### src/rtl/hit_judge_multi.sv
// Reaction-game hit/miss judge: lights a random target pattern on freq, judges the first
// switch activity inside the response window, keeps saturating scores and a game-over lock.
module hit_judge_multi #(
    parameter int unsigned N_LANES       = 8,
    parameter int unsigned WINDOW_CYCLES = 100000000,
    parameter int unsigned CNT_W         = 32,
    parameter int unsigned SCORE_W       = 8,
    parameter int unsigned MAX_MISSES    = 0
) (
    input  logic               clk,
    input  logic               rst,
    input  logic               freq,
    input  logic [N_LANES-1:0] random,
    input  logic [N_LANES-1:0] switch,
    output logic [N_LANES-1:0] led,
    output logic               busy,
    output logic               hit,
    output logic               miss,
    output logic               timeout,
    output logic [SCORE_W-1:0] hit_count,
    output logic [SCORE_W-1:0] miss_count,
    output logic               game_over
);

    typedef enum logic [1:0] {
        IDLE   = 2'd0,
        ACTIVE = 2'd1,
        OVER   = 2'd2
    } state_t;

    localparam logic [CNT_W-1:0]   LAST_CNT  = CNT_W'(WINDOW_CYCLES - 1);
    localparam logic [SCORE_W-1:0] MISS_LIM  = SCORE_W'(MAX_MISSES);
    localparam bit                 LIM_EN    = (MAX_MISSES != 0);

    state_t             r_state;
    logic [N_LANES-1:0] r_switch_mem;
    logic [N_LANES-1:0] r_target;
    logic [CNT_W-1:0]   r_counter;

    logic [N_LANES-1:0] w_changed;
    logic [SCORE_W-1:0] w_hit_inc;
    logic [SCORE_W-1:0] w_miss_inc;
    logic               w_reach_limit;

    assign w_changed     = switch ^ r_switch_mem;
    assign w_hit_inc     = (hit_count == '1)  ? hit_count  : hit_count + SCORE_W'(1);
    assign w_miss_inc    = (miss_count == '1) ? miss_count : miss_count + SCORE_W'(1);
    assign w_reach_limit = LIM_EN && (w_miss_inc == MISS_LIM);

    always_ff @(posedge clk) begin
        r_switch_mem <= switch;
        if (rst) begin
            r_state    <= IDLE;
            r_target   <= '0;
            r_counter  <= '0;
            led        <= '0;
            busy       <= 1'b0;
            hit        <= 1'b0;
            miss       <= 1'b0;
            timeout    <= 1'b0;
            hit_count  <= '0;
            miss_count <= '0;
            game_over  <= 1'b0;
        end else begin
            hit     <= 1'b0;
            miss    <= 1'b0;
            timeout <= 1'b0;
            case (r_state)
                IDLE: begin
                    if (freq && (random != '0)) begin
                        r_target  <= random;
                        r_counter <= '0;
                        led       <= random;
                        busy      <= 1'b1;
                        r_state   <= ACTIVE;
                    end
                end
                ACTIVE: begin
                    // Switch activity takes priority over the window expiring on the same edge
                    if ((w_changed != '0) && (w_changed == r_target)) begin
                        hit       <= 1'b1;
                        hit_count <= w_hit_inc;
                        led       <= '0;
                        busy      <= 1'b0;
                        r_state   <= IDLE;
                    end else if ((w_changed != '0) || (r_counter == LAST_CNT)) begin
                        miss       <= 1'b1;
                        timeout    <= (w_changed == '0);
                        miss_count <= w_miss_inc;
                        busy       <= 1'b0;
                        if (w_reach_limit) begin
                            led       <= '1;
                            game_over <= 1'b1;
                            r_state   <= OVER;
                        end else begin
                            led     <= '0;
                            r_state <= IDLE;
                        end
                    end else begin
                        r_counter <= r_counter + CNT_W'(1);
                    end
                end
                OVER: begin
                    led       <= '1;
                    busy      <= 1'b0;
                    game_over <= 1'b1;
                end
                default: begin
                    r_state <= IDLE;
                end
            endcase
        end
    end

endmodule

### config.mk
export PLATFORM = sky130hd
export DESIGN_NAME = hit_judge_multi
export DESIGN_NICKNAME = d
export VERILOG_FILES = /design/src/rtl/hit_judge_multi.sv
export SDC_FILE = /design/constraint.sdc
export NUM_CORES = 1
export LEC_CHECK = 0
export BUFFER_PORTS_ARGS = -buffer_cell sky130_fd_sc_hd__buf_2
export CAP_MARGIN = 20
export CORE_MARGIN = 2
export CORE_UTILIZATION = 51
export DETAILED_ROUTE_END_ITERATION = 10
export GPL_ROUTABILITY_DRIVEN = 0
export PLACE_DENSITY = 0.81
export RECOVER_POWER = 100
export SKIP_LAST_GASP = 1
export SLEW_MARGIN = 5
export SYNTH_ARGS = -nofsm -noshare
export SYNTH_HDL_FRONTEND = slang
export SYNTH_SLANG_ARGS = --single-unit
### constraint.sdc
create_clock -name clk -period 2.5 [get_ports clk]
set_input_delay 0.5 -clock clk [delete_from_list [all_inputs] [get_ports clk]]
set_output_delay 0.5 -clock clk [all_outputs]
set_load 0.005 [all_outputs]
==> results by stage, run 1 <==
Global route:
- The total global routing track utilization is 26.37%.
- The initial antenna violation count is 0.
- The total overflow left after global routing is 0.
- The first global-routing pass estimated 15,810 microns of wire.
- Entering global routing, the biggest net connects 33 pins.
- The via count of the first global-routing pass was 3,429.

Status:
- The final reports fail on negative setup slack.
- The run finished, with violations left.

Power and ir drop:
- The power per cell area is 576.0 nW/um^2.
- The leakage power of the design is 0.001783 uW.
- After layout, the design draws a total of 2651 uW.
- The maximum VDD drop is 0.0004110 V.

Synthesis:
- The instance count of the mapped netlist is 397.
- After synthesis, the cell types taking the most area are dfxtp_1 43%, xnor3_1 5.1%, a21oi_1 4.2%.
- The commonest cells after synthesis are 76 x dfxtp_1, 36 x nor2_1, 30 x a21oi_1.
- The most used standard cell by instance count after synthesis is dfxtp_1.
- The synthesized netlist occupies a cell area of 3556 sq um.
- The main flop type after synthesis is dfxtp_1.
- The number of different library cells used by synthesis comes to 43.
- Counting flops with a built-in enable in the synthesized netlist gives 0.
- The count of warnings emitted by yosys is 0.
- Of the post-synthesis cell area, the dominant cell type holds 42.79%.
- The post-synthesis net count is 419.
- Of all cell types, the one taking the most synthesized area is dfxtp_1.
- In this run, synthesis produced a sequential element count of 76.
- Sequential cells were found to cover 42.79% of the synthesized design area.
- The average instance in the mapped netlist occupies 8.957 sq um.
- Counting flops with an async set or reset pin after synthesis yields a share of 0%.

Routing:
- The met3 wirelength from detailed routing is 435 microns.
- The detailed router finished its first iteration with 144 violations.
- The count of nets left with antenna violations once routing finished came out at 0.
- The mean number of vias per cell is 6.132.
- The total wire length is 9843 microns.
- The detailed-route wire length per cell is 17.27 microns.
- The final routed DRC violation total is 0.
- The wire length on met2 is 5068 microns.
- The detailed router put a total of 4108 microns of wire on met1.
- The detailed router used layers up to and including met4.
- The number of iterations in the first detailed-routing pass is 4.
- The total vias in the final route is 3,495.

STA:
- Derived from the worst setup path, the maximum achievable clock frequency is 358.9 MHz.
- The tightest hold path in the finished design has a slack of 301.6 ps.
- The worst-case setup margin in the final layout is -286.4 ps.
- The setup clock skew after layout is 10.68 ps.
- The max-slew violation count is 0.
- Setup repair after global routing could not meet its margin everywhere.
- The final critical path time including I/O delays and setup is 2786 ps.
- The number of failing hold endpoints at the final stage is 0.
- The relative slew slack is 41.03%.
- For the pin with the worst max-slew slack, the measured transition is 884.5 ps.
- The number of setup violations in the final report is 30.
- The portion of the clock cycle consumed by the worst path in the final layout is 111.5%.

Final layout:
- The number of antenna diodes in the final layout is 0.
- The area added between synthesis and finish is 29.42%.
- The post-route netlist has 24.49% of its cells at a drive strength greater than 1.
- The layout has 500 filler cells.
- The number of nets in the finished design is 507.

Clock network:
- CTS placed an instance of clkbuf_8 at the clock tree root.
- The number of CTS-inserted buffers is 9.
- The latest clock arrival within the worst-skew pair is 360 ps.
- The number of H-tree levels is 3.
- The clock sink total is 76.
- The clock tree from TritonCTS is built.
- The largest buffer count on any clock path is 2.
- Clock-pin slew was measured on the worst setup and hold paths at 80 ps.

Worst setup path:
- The highest fanout seen on the critical path is 5.
- Data arrives at the worst endpoint at 3080 ps.
- The worst register-to-register path ends at miss_count[5]$_SDFFE_PP0P_.
- The most critical setup path has its endpoint at miss_count[5]$_SDFFE_PP0P_.
- The launch instance of the worst register-to-register path is r_counter[10]$_SDFFE_PP0P_.
- In this run the worst setup path begins at r_counter[10]$_SDFFE_PP0P_.
- The worst setup path is captured at a register.
- At the worst endpoint, the required time is 2800 ps.
- STA classifies the critical path startpoint as a register.
- The depth of the worst register-to-register path is 6.
- By startpoint and endpoint, the worst setup path is classified as register to register.
- The setup check on the worst reg-to-reg path leaves a slack of -290 ps.

Die:
- The horizontal die dimension is 87.50 microns.
- After floorplanning, the core was divided into 30 placement rows.
- The die covers 7656 sq um.
- The initial core utilization is 52.63%.
- The core outline area is 6756 sq um.
- In this run the vertical extent of the chip is 87.50 microns.
- The number of top-level pins is 48.

Worst hold path:
- In this run the worst hold path is classified as primary input to register.

Placement:
- The count of input and output buffers is 46.
- Summed over all nets, the half-perimeter wirelength after detailed placement is 6306 microns.

Run:
- Max-cap violations in this run came to 0.
[state kept, by name, indices dropped and copies added, names as in the netlist, 8 cells and up]
register,count
r_switch_mem,8
r_target,8
miss_count,8
hit_count,8
led,8
r_counter,32
[metal layers]
layer	up-vias	GRT usage [%]
li1	1654	-
met1	1717	30.80
met2	100	46.35
met3	24	6.351
met4	0	10.63
met5	-	0
[report_power, final]
group / switching (uW) / internal, uW
registers: 19.0 / 1240
logic: 124 / 126
clock network: 481 / 665
total: 624 / 2030
[worst min-delay path by stage]
stage / to / from / cells past startpoint
2_1_floorplan: r_counter[31]$_SDFFE_PP0P_ / r_counter[31]$_SDFFE_PP0P_ / 2
3_3_place_gp: led[3]$_SDFFE_PP0P_ / led[3]$_SDFFE_PP0P_ / 1
3_5_place_dp: led[0]$_SDFFE_PP0P_ / led[0]$_SDFFE_PP0P_ / 1
4_1_cts: r_switch_mem[6]$_DFF_P_ / switch[6] / 1
5_1_grt: r_switch_mem[6]$_DFF_P_ / switch[6] / 1
6_report: r_switch_mem[6]$_DFF_P_ / switch[6] / 1
[placed cells by master (no fill, tap or decap), types with 3 or more instances in the layout]
cell       count
nor4_1        10
clkbuf_1      25
a21oi_1       23
o21ai_0        6
dfxtp_1       75
a41o_1         4
or2_2          4
nand4_1       15
nand2_1       28
xnor3_1        8
ha_1           3
o31ai_1       10
buf_12         3
buf_6          3
or4_1         11
bufinv_16      3
nor3_1        10
or3_4          4
or4_4          3
clkbuf_8       9
buf_4         37
inv_1          7
o21ai_2        5
and3_1         4
buf_2         25
a22o_1         8
nor2_1        34
nand3_1       19
a21oi_2        6
xor2_1        10
and4_1         4
and2_1         5
mux2i_1       10
xnor2_1        9
a31oi_1        4
or3_1         13
[through the flow]
step | setup TNS [ps] | std cells | setup slack [ps] | cell area, sq um | util [%]
floorplan | -308.9 | 397 | -82.69 | 3563 | -
global placement | -1375 | 544 | -233.8 | 4131 | 61.15
detailed placement | -1909 | 544 | -282.9 | 4131 | 61.15
finish | -5461 | 570 | -286.4 | 4602 | 68.11
global route | -7839 | 570 | -339.6 | 4602 | 68.11
CTS | -4372 | 570 | -227.1 | 4562 | 67.52
[critical path: stages, from the launching register on]
cell and delay [ps]:
dfxtp_2 330, or4b_4 540, or4_4 430, or3_4 370
a211o_4 380, or4_1 510, a21oi_2 150
[area by class of cell]
class,instances,area [sq um],area share (%)
multi-input combinational,295,2073,45.05
sequential,76,1523,33.09
timing repair buffer,96,639.4,13.89
clock buffer,10,127.6,2.773
clock inverter,6,112.6,2.447
tap,80,100.1,2.175
inverter,7,26.28,0.5710
[logic make-up (layout without fill, tap and decap cells)]
logic type | after synthesis | after routing | synth area share (%)
other | 1 | 1 | 0.1055
AND/OR/NAND/NOR | 174 | 174 | 26.35
flip-flops | 76 | 76 | 42.79
XOR/XNOR | 27 | 27 | 9.747
AO/OA/AOI/OAI | 79 | 80 | 14.07
buffers and inverters | 27 | 119 | 3.061
adder cells (fa/ha/maj) | 3 | 3 | 1.056
multiplexers | 10 | 10 | 2.815
[repair_timing]
| item | CTS | global route |
|---|---|---|
| cloned | 3 | 0 |
| pin swaps | 10 | 16 |
| hold buffers | 0 | 0 |
| resized for setup | 15 | 33 |
| setup endpoints to repair | 23 | 40 |
| buffers inserted | 7 | 5 |
Power figures use the tool's default switching activity.
==> run 2: changes to the inputs <==
SETUP_SLACK_MARGIN = 0.4   (was not set)
==> run 2 against run 1 <==
Against the previous run: the flow still finishes with violations (negative setup slack); global-route usage decreased by 1.1 points; first-iteration DRC count increased by 80%; die area unchanged; utilization increased by 0.056 points; cell area about the same; sequential share of layout area increased by 0.082 points; sequential power about the same; critical path type unchanged; critical endpoint is now r_counter[11]$_SDFFE_PP0P_; largest power group unchanged; highest routed layer unchanged.
==> results by stage, run 2 (synthesis gave the netlist of run 1 again) <==
STA:
- Once routing completed, OpenROAD measured the worst setup slack at -232.8 ps.
- Across all hold checks on the routed design, the worst slack comes to 291.4 ps.
- After layout, the worst path uses 109.3% of the clock period.
- For the final database, setup skew stands at 17.78 ps.
- The max-slew violation count is 0.
- Setup repair after global routing could not meet its margin everywhere.
- The worst-margin pin slew is 939.8 ps.
- The relative slew slack is 37.35%.
- Setup violations remaining at the end of the flow were counted as 34.
- The number of failing hold endpoints at the final stage is 0.
- The achievable clock frequency is 365.9 MHz.
- The post-route setup TNS is -4748 ps.
- The smallest clock period supported by the final layout is computed as 2733 ps.

Worst setup path:
- The type of origin of the critical path is a register.
- On the critical path the largest part of the delay comes from simple AND/OR/NAND/NOR gates.
- The worst path buffer plus inverter count is 4.
- For this run, the slowest stage of the critical path takes 520 ps.
- The worst setup path startpoint is r_counter[10]$_SDFFE_PP0P_.
- The critical path in this run is classified as register to register.
- The highest fanout seen on the critical path is 8.
- The endpoint class of the critical path is a register.
- The startpoint identified for the worst register-to-register timing path is r_counter[10]$_SDFFE_PP0P_.
- The arrival time of data at the critical path endpoint is 3020 ps.
- Data on the critical path is required at its endpoint by 2790 ps.
- The signal on the critical path passes through or4b_1, or4_4, or3_4, buf_4, buf_6, a31oi_4, buf_6, buf_12, o21ai_1, a21oi_1.
- The most used cell along the critical path is buf_6.
- The critical path's slowest cell is or4b_1.

Global route:
- The largest net degree at the start of global routing is 33.
- Global routing finished with a remaining overflow of 0.
- The via count of the first global-routing pass is 3,269.
- The initial antenna violation count is 0.
- The global-route wire length before repair is 15,230 microns.
- The total global routing track utilization is 25.28%.

Status:
- The final reports fail on negative setup slack.
- The flow ran to the end, but the final reports show violations.

Die:
- The horizontal die dimension is 87.50 microns.
- The die outline area is 7656 sq um.
- The initial utilization of the core area, before any placement, comes to 52.63%.
- The core outline area is 6756 sq um.
- Pin placement for this block handled 48 I/O pins.
- The height of the die is 87.50 microns.
- The initialized floorplan defines 30 standard-cell rows.

Final layout:
- The flip-flop count of the largest register, all copies and words added is 32.
- The final design area excluding fillers is 4606 sq um.
- The number of antenna diodes in the final layout is 0.
- The register with the highest flop count is r_counter.
- The area added between synthesis and finish is 29.52%.
- Of the cells placed in the final design, the portion with a size suffix greater than 1 is 25.20%.
- Leaving out fill and tap cells, the most frequent cell in the layout is dfxtp_1.
- The number of nets in the finished design is 513.
- The library cells used most frequently in the layout, excluding fill and tap cells, are 71 x dfxtp_1, 37 x buf_4, 35 x nor2_1.

Routing:
- Once detail routing completed, the nets flagged for antenna violations numbered 0.
- For this block, the via count after detailed routing is 3,579.
- The first TritonRoute pass finished after 5 iterations.
- In the routed design, unresolved DRC markers number 0.
- The total wire length is 10,020 microns.
- In the final routed layout, each cell accounts on average for 17.40 microns.
- In this run, the number of DRC markers left after iteration 0 of detailed routing was 259.
- The mean number of vias per cell is 6.214.

Clock network:
- Clock latency on the worst-skew pair, taken at its later pin, is 370 ps.
- The clock sink total is 76.
- The clock tree from TritonCTS is built.
- The CTS clock-pin slew for the worst setup and hold paths is 80 ps.
- The clock tree root driver cell is clkbuf_8.
- Counting along the longest clock path gives a buffer depth of 2.
- The number of H-tree levels is 3.
- The number of CTS-inserted buffers is 9.

Power and ir drop:
- The total power is 2389 uW.
- The analysis attributes to cell leakage a power of 0.001790 uW.
- Across the VDD grid, the largest voltage drop is 0.0003570 V.
- Power spread over the standard cell area amounts to 518.8 nW/um^2.

Placement:
- Prior to clock tree synthesis, the placed netlist has a worst setup slack of -239.8 ps.
- The count of input and output buffers is 46.
- The area after detailed placement is 4159 sq um.
- The HPWL after detailed placement is 6057 microns.

Run:
- The max-cap violation count is 0.

Worst hold path:
- The class of the tightest hold or removal check is primary input to register.
- The startpoint identified for the worst hold timing path is switch[2].
-- run 2: cell count changes in the layout (fill, tap and decap cells not counted), sizes merged --
| cell | change |
|---|---|
| buf | -1 |
| clkbuf | +6 |
| bufinv | -3 |
| clkinv | -1 |
| clkinvlp | +1 |
| inv | +4 |
-- run 2: path summary, 6_finish.rpt --
check | endpoint | slack, ps | cells after the start
worst max register to register | r_counter[11]$_SDFFE_PP0P_ | -230 | 10
worst min-delay path | r_switch_mem[2]$_DFF_P_ | 290 | 1
worst max-delay path | r_counter[11]$_SDFFE_PP0P_ | -230 | 10
worst min register to register | led[0]$_SDFFE_PP0P_ | 480 | 1
-- run 2: layout make-up --
type,count,area (sq um)
clock buffers,9,123.9
clock inverters,7,56.30
fillers,504,2151
inverters,7,26.28
multi-input cells,295,2093
flip-flops and latches,76,1528
well taps,80,100.1
repair buffers,102,678.2
-- run 2: report_power, final --
part	internal, uW	switching, uW
combinational	126	126
sequential	1240	20.0
clock	374	507
total	1740	653
-- run 2: timing repair --
| item | in CTS | in global routing |
|---|---|---|
| resized for setup | 16 | 29 |
| setup endpoints to repair | 49 | 56 |
| pin swaps | 13 | 14 |
| hold buffers | 0 | 0 |
| buffers inserted | 7 | 3 |
| cloned | 2 | 2 |
-- run 2: worst register-to-register path: stages, from the launching register on --
cell and delay [ps]:
dfxtp_2 320, or4b_1 520, or4_4 440, or3_4 370, buf_4 150, buf_6 130, a31oi_4 220, buf_6 170
buf_12 120, o21ai_1 70, a21oi_1 160
-- run 2: layer usage --
layer / GRT usage (%) / wire length, microns
met1: 32.10 / 4060
met2: 41.39 / 5079
met3: 5.782 / 642
met4: 10.77 / 240
met5: 0 / 0
-- run 2: per-stage QoR --
stage,instances,utilization [%]
5_1_grt,576,68.17
4_1_cts,571,66.69
2_1_floorplan,397,-
6_report,576,68.17
3_3_place_gp,546,61.56
3_5_place_dp,546,61.56
==> run 3: changes to the inputs <==
CORE_UTILIZATION = 52   (was 51)
PLACE_DENSITY = 0.82   (was 0.81)
==> run 3 against run 2 <==
Against the previous run: critical path type unchanged; fmax shrank 0.74%; largest power group unchanged; critical endpoint is now miss_count[2]$_SDFFE_PP0P_; the flow still finishes with violations (negative setup slack); worst setup slack worse by 20 ps; non-clock buffer count decreased by 6; total power about the same; utilization rose by 1.3 points; sequential cell count unchanged; clock skew fell by 11 ps; die area down 1.8%; hold slack gained 14 ps.
==> results by stage, run 3 (synthesis gave the netlist of run 1 again) <==
Die:
- The core outline area is 6719 sq um.
- 48 I/O pins were placed.
- The die outline area is 7516 sq um.
- The initial utilization of the core area, before any placement, comes to 52.92%.
- The height of the die is 86.70 microns.
- The total number of placement rows is 30.
- The die is 86.70 microns wide.

Routing:
- The detailed router finished its first iteration with 290 violations.
- In the routed layout, each cell is associated on average with a via count of 6.223.
- The total vias in the final route is 3,541.
- For this run, design rule violations remaining after detail routing come to 0.
- The pre-antenna-repair detailed-routing pass consisted of 4 iterations.
- After detailed routing, the total wire length is 10,690 microns.
- Dividing the detail-routed wire length by the instance count gives 18.79 microns.
- The count of nets left with antenna violations after detail routing is 0.

STA:
- The number of setup violations in the final report is 29.
- The max-slew violation count is 0.
- For the pin with the worst max-slew slack, the measured transition is 851.5 ps.
- Setup repair after global routing could not meet its margin everywhere.
- The worst-case setup margin in the final layout is -253.2 ps.
- Static timing analysis puts the maximum clock frequency at 363.2 MHz.
- The relative slew slack is 43.24%.
- The final critical path takes up 110.1% of the cycle.
- Between clock sinks in the finished design, the worst skew comes to 6.914 ps.
- The number of failing hold endpoints at the final stage is 0.
- The final critical path time including I/O delays and setup is 2753 ps.

Status:
- The checks that failed: negative setup slack.
- The flow ran to the end, but the final reports show violations.

Final layout:
- The flip-flop count of the largest register, all copies and words added is 32.
- Of the cells placed in the final design, the portion with a size suffix greater than 1 is 26.58%.
- The layout has 468 filler cells.
- The most common library cell in the layout ignoring fill and taps is dfxtp_1.
- Once layout is complete, the utilization of the core stands at 69.46%.
- At the end of the flow, the number of nets in the layout was 507.
- The antenna diode count is 0.
- The area added between synthesis and finish is 31.25%.
- In the layout the commonest cells are 73 x dfxtp_1, 36 x buf_4, 34 x nor2_1.
- r_counter holds more flip-flops than any other register.

Worst setup path:
- The worst setup path is captured at a register.
- The type of origin of the critical path is a register.
- The highest fanout seen on the critical path is 8.
- The critical path is of the register to register type.
- Data arrives at the worst endpoint at 3050 ps.
- The critical path required time is 2800 ps.

Placement:
- The count of input and output buffers is 46.
- The HPWL after detailed placement is 5990 microns.
- Prior to clock tree synthesis, the placed netlist has a worst setup slack of -317.3 ps.

Power and ir drop:
- The fraction of power spent switching nets is 26.24%.
- Of the total power, registers draw 52.6%.
- The part of the total power dissipated in the clock network is 36.8%.
- The power per cell area is 511.6 nW/um^2.
- The switching power summed over all nets is 626.5 uW.
- Combinational cells account for 10.6% of the total power.
- Summed over all cells, the static leakage comes to 0.001756 uW.
- The internal power of the cells totals 1761 uW.
- The maximum VDD drop is 0.0003610 V.

Worst hold path:
- The path class of the tightest hold or removal check is primary input to register.

Clock network:
- The H-tree was split into 3 levels.
- The quantity of hold-fixing buffers added after cts is 0.
- The clock tree from TritonCTS is built.
- The clock sink total is 76.
- In this run, CTS created clock tree buffers numbering 9.
- The CTS clock-pin slew for the worst setup and hold paths is 80 ps.
- In this run the deepest clock path goes through 2 buffers.
- The root buffer cell chosen for the clock tree is clkbuf_8.
- At the later pin of the worst-skew pair, clock insertion delay measures 360 ps.

Global route:
- The initial antenna violation count is 0.
- The total global routing track utilization is 28.58%.
- The via count of the first global-routing pass is 3,493.
- The global-route wire length before repair is 16,750 microns.
- Entering global routing, the biggest net connects 21 pins.
- The global route total overflow is 0.

Run:
- The max-cap violation count is 0.
-- run 3: changes by cell type in the layout (fill, tap and decap cells not counted), moves of 3 or more --
| cell | change |
|---|---|
| a21oi_1 | -4 |
| dfxtp_2 | -3 |
| buf_12 | +3 |
| clkbuf_1 | -4 |
| inv_6 | -4 |
| a21oi_2 | +4 |
| buf_1 | +4 |
| buf_2 | -3 |
-- run 3: per-layer routing --
layer | routed length (microns) | global-route usage (%) | up-vias
met5 | 0 | 0 | -
met4 | 374 | 14.06 | 0
met3 | 514 | 4.476 | 33
met2 | 5557 | 51.12 | 130
met1 | 4244 | 33.01 | 1732
li1 | - | - | 1646
-- run 3: critical path, cell delays in order, from the launching register on --
cell	delay [ps]
dfxtp_2	330
or4b_4	540
or4_4	450
or3_4	370
a211o_4	390
or4_4	490
a21oi_2	130
-- run 3: layout make-up --
cell class,instances,area (sq um),area share (%)
multi-input cells,295,2185,46.81
flip-flops and latches,76,1528,32.73
repair buffers,96,651.9,13.97
clock buffers,11,151.4,3.244
well taps,80,100.1,2.145
inverters,7,26.28,0.5630
clock inverters,4,25.02,0.5362
-- run 3: worst paths after layout --
check	startpoint	to	slack [ps]	cells past startpoint
hold reg to reg	led[4]$_SDFFE_PP0P_	led[4]$_SDFFE_PP0P_	480	1
setup / recovery	r_counter[10]$_SDFFE_PP0P_	miss_count[2]$_SDFFE_PP0P_	-250	6
hold / removal	switch[0]	r_switch_mem[0]$_DFF_P_	310	1
setup reg to reg	r_counter[10]$_SDFFE_PP0P_	miss_count[2]$_SDFFE_PP0P_	-250	6
-- run 3: timing repair --
action	4_1_cts	5_1_grt
gates cloned	2	0
setup buffers	8	4
gates resized for setup	23	36
hold endpoints to repair	0	0
pin swaps	12	20
setup endpoints to repair	58	55
-- run 3: per-stage QoR --
stage          cell area (sq um)  std cells  total power (uW)  setup TNS (ps)  hold WS (ps)
2_1_floorplan               3581        397              1403          -299.7         446.3
3_3_place_gp                4114        540              1476           -1507         450.9
3_5_place_dp                4114        540              1482           -3002         456.1
4_1_cts                     4526        565              2361           -1944         284.1
5_1_grt                     4667        569              2454           -5477         322.7
6_report                    4667        569              2388           -3591         305.8
-- run 3: power by group through the flow --
stage	Clock (uW)	Sequential, uW	Combinational, uW
finish	879	1260	252
floorplan	0	1280	124
global placement	0	1280	197
detailed placement	0	1280	201
CTS	865	1250	243
global route	929	1260	266
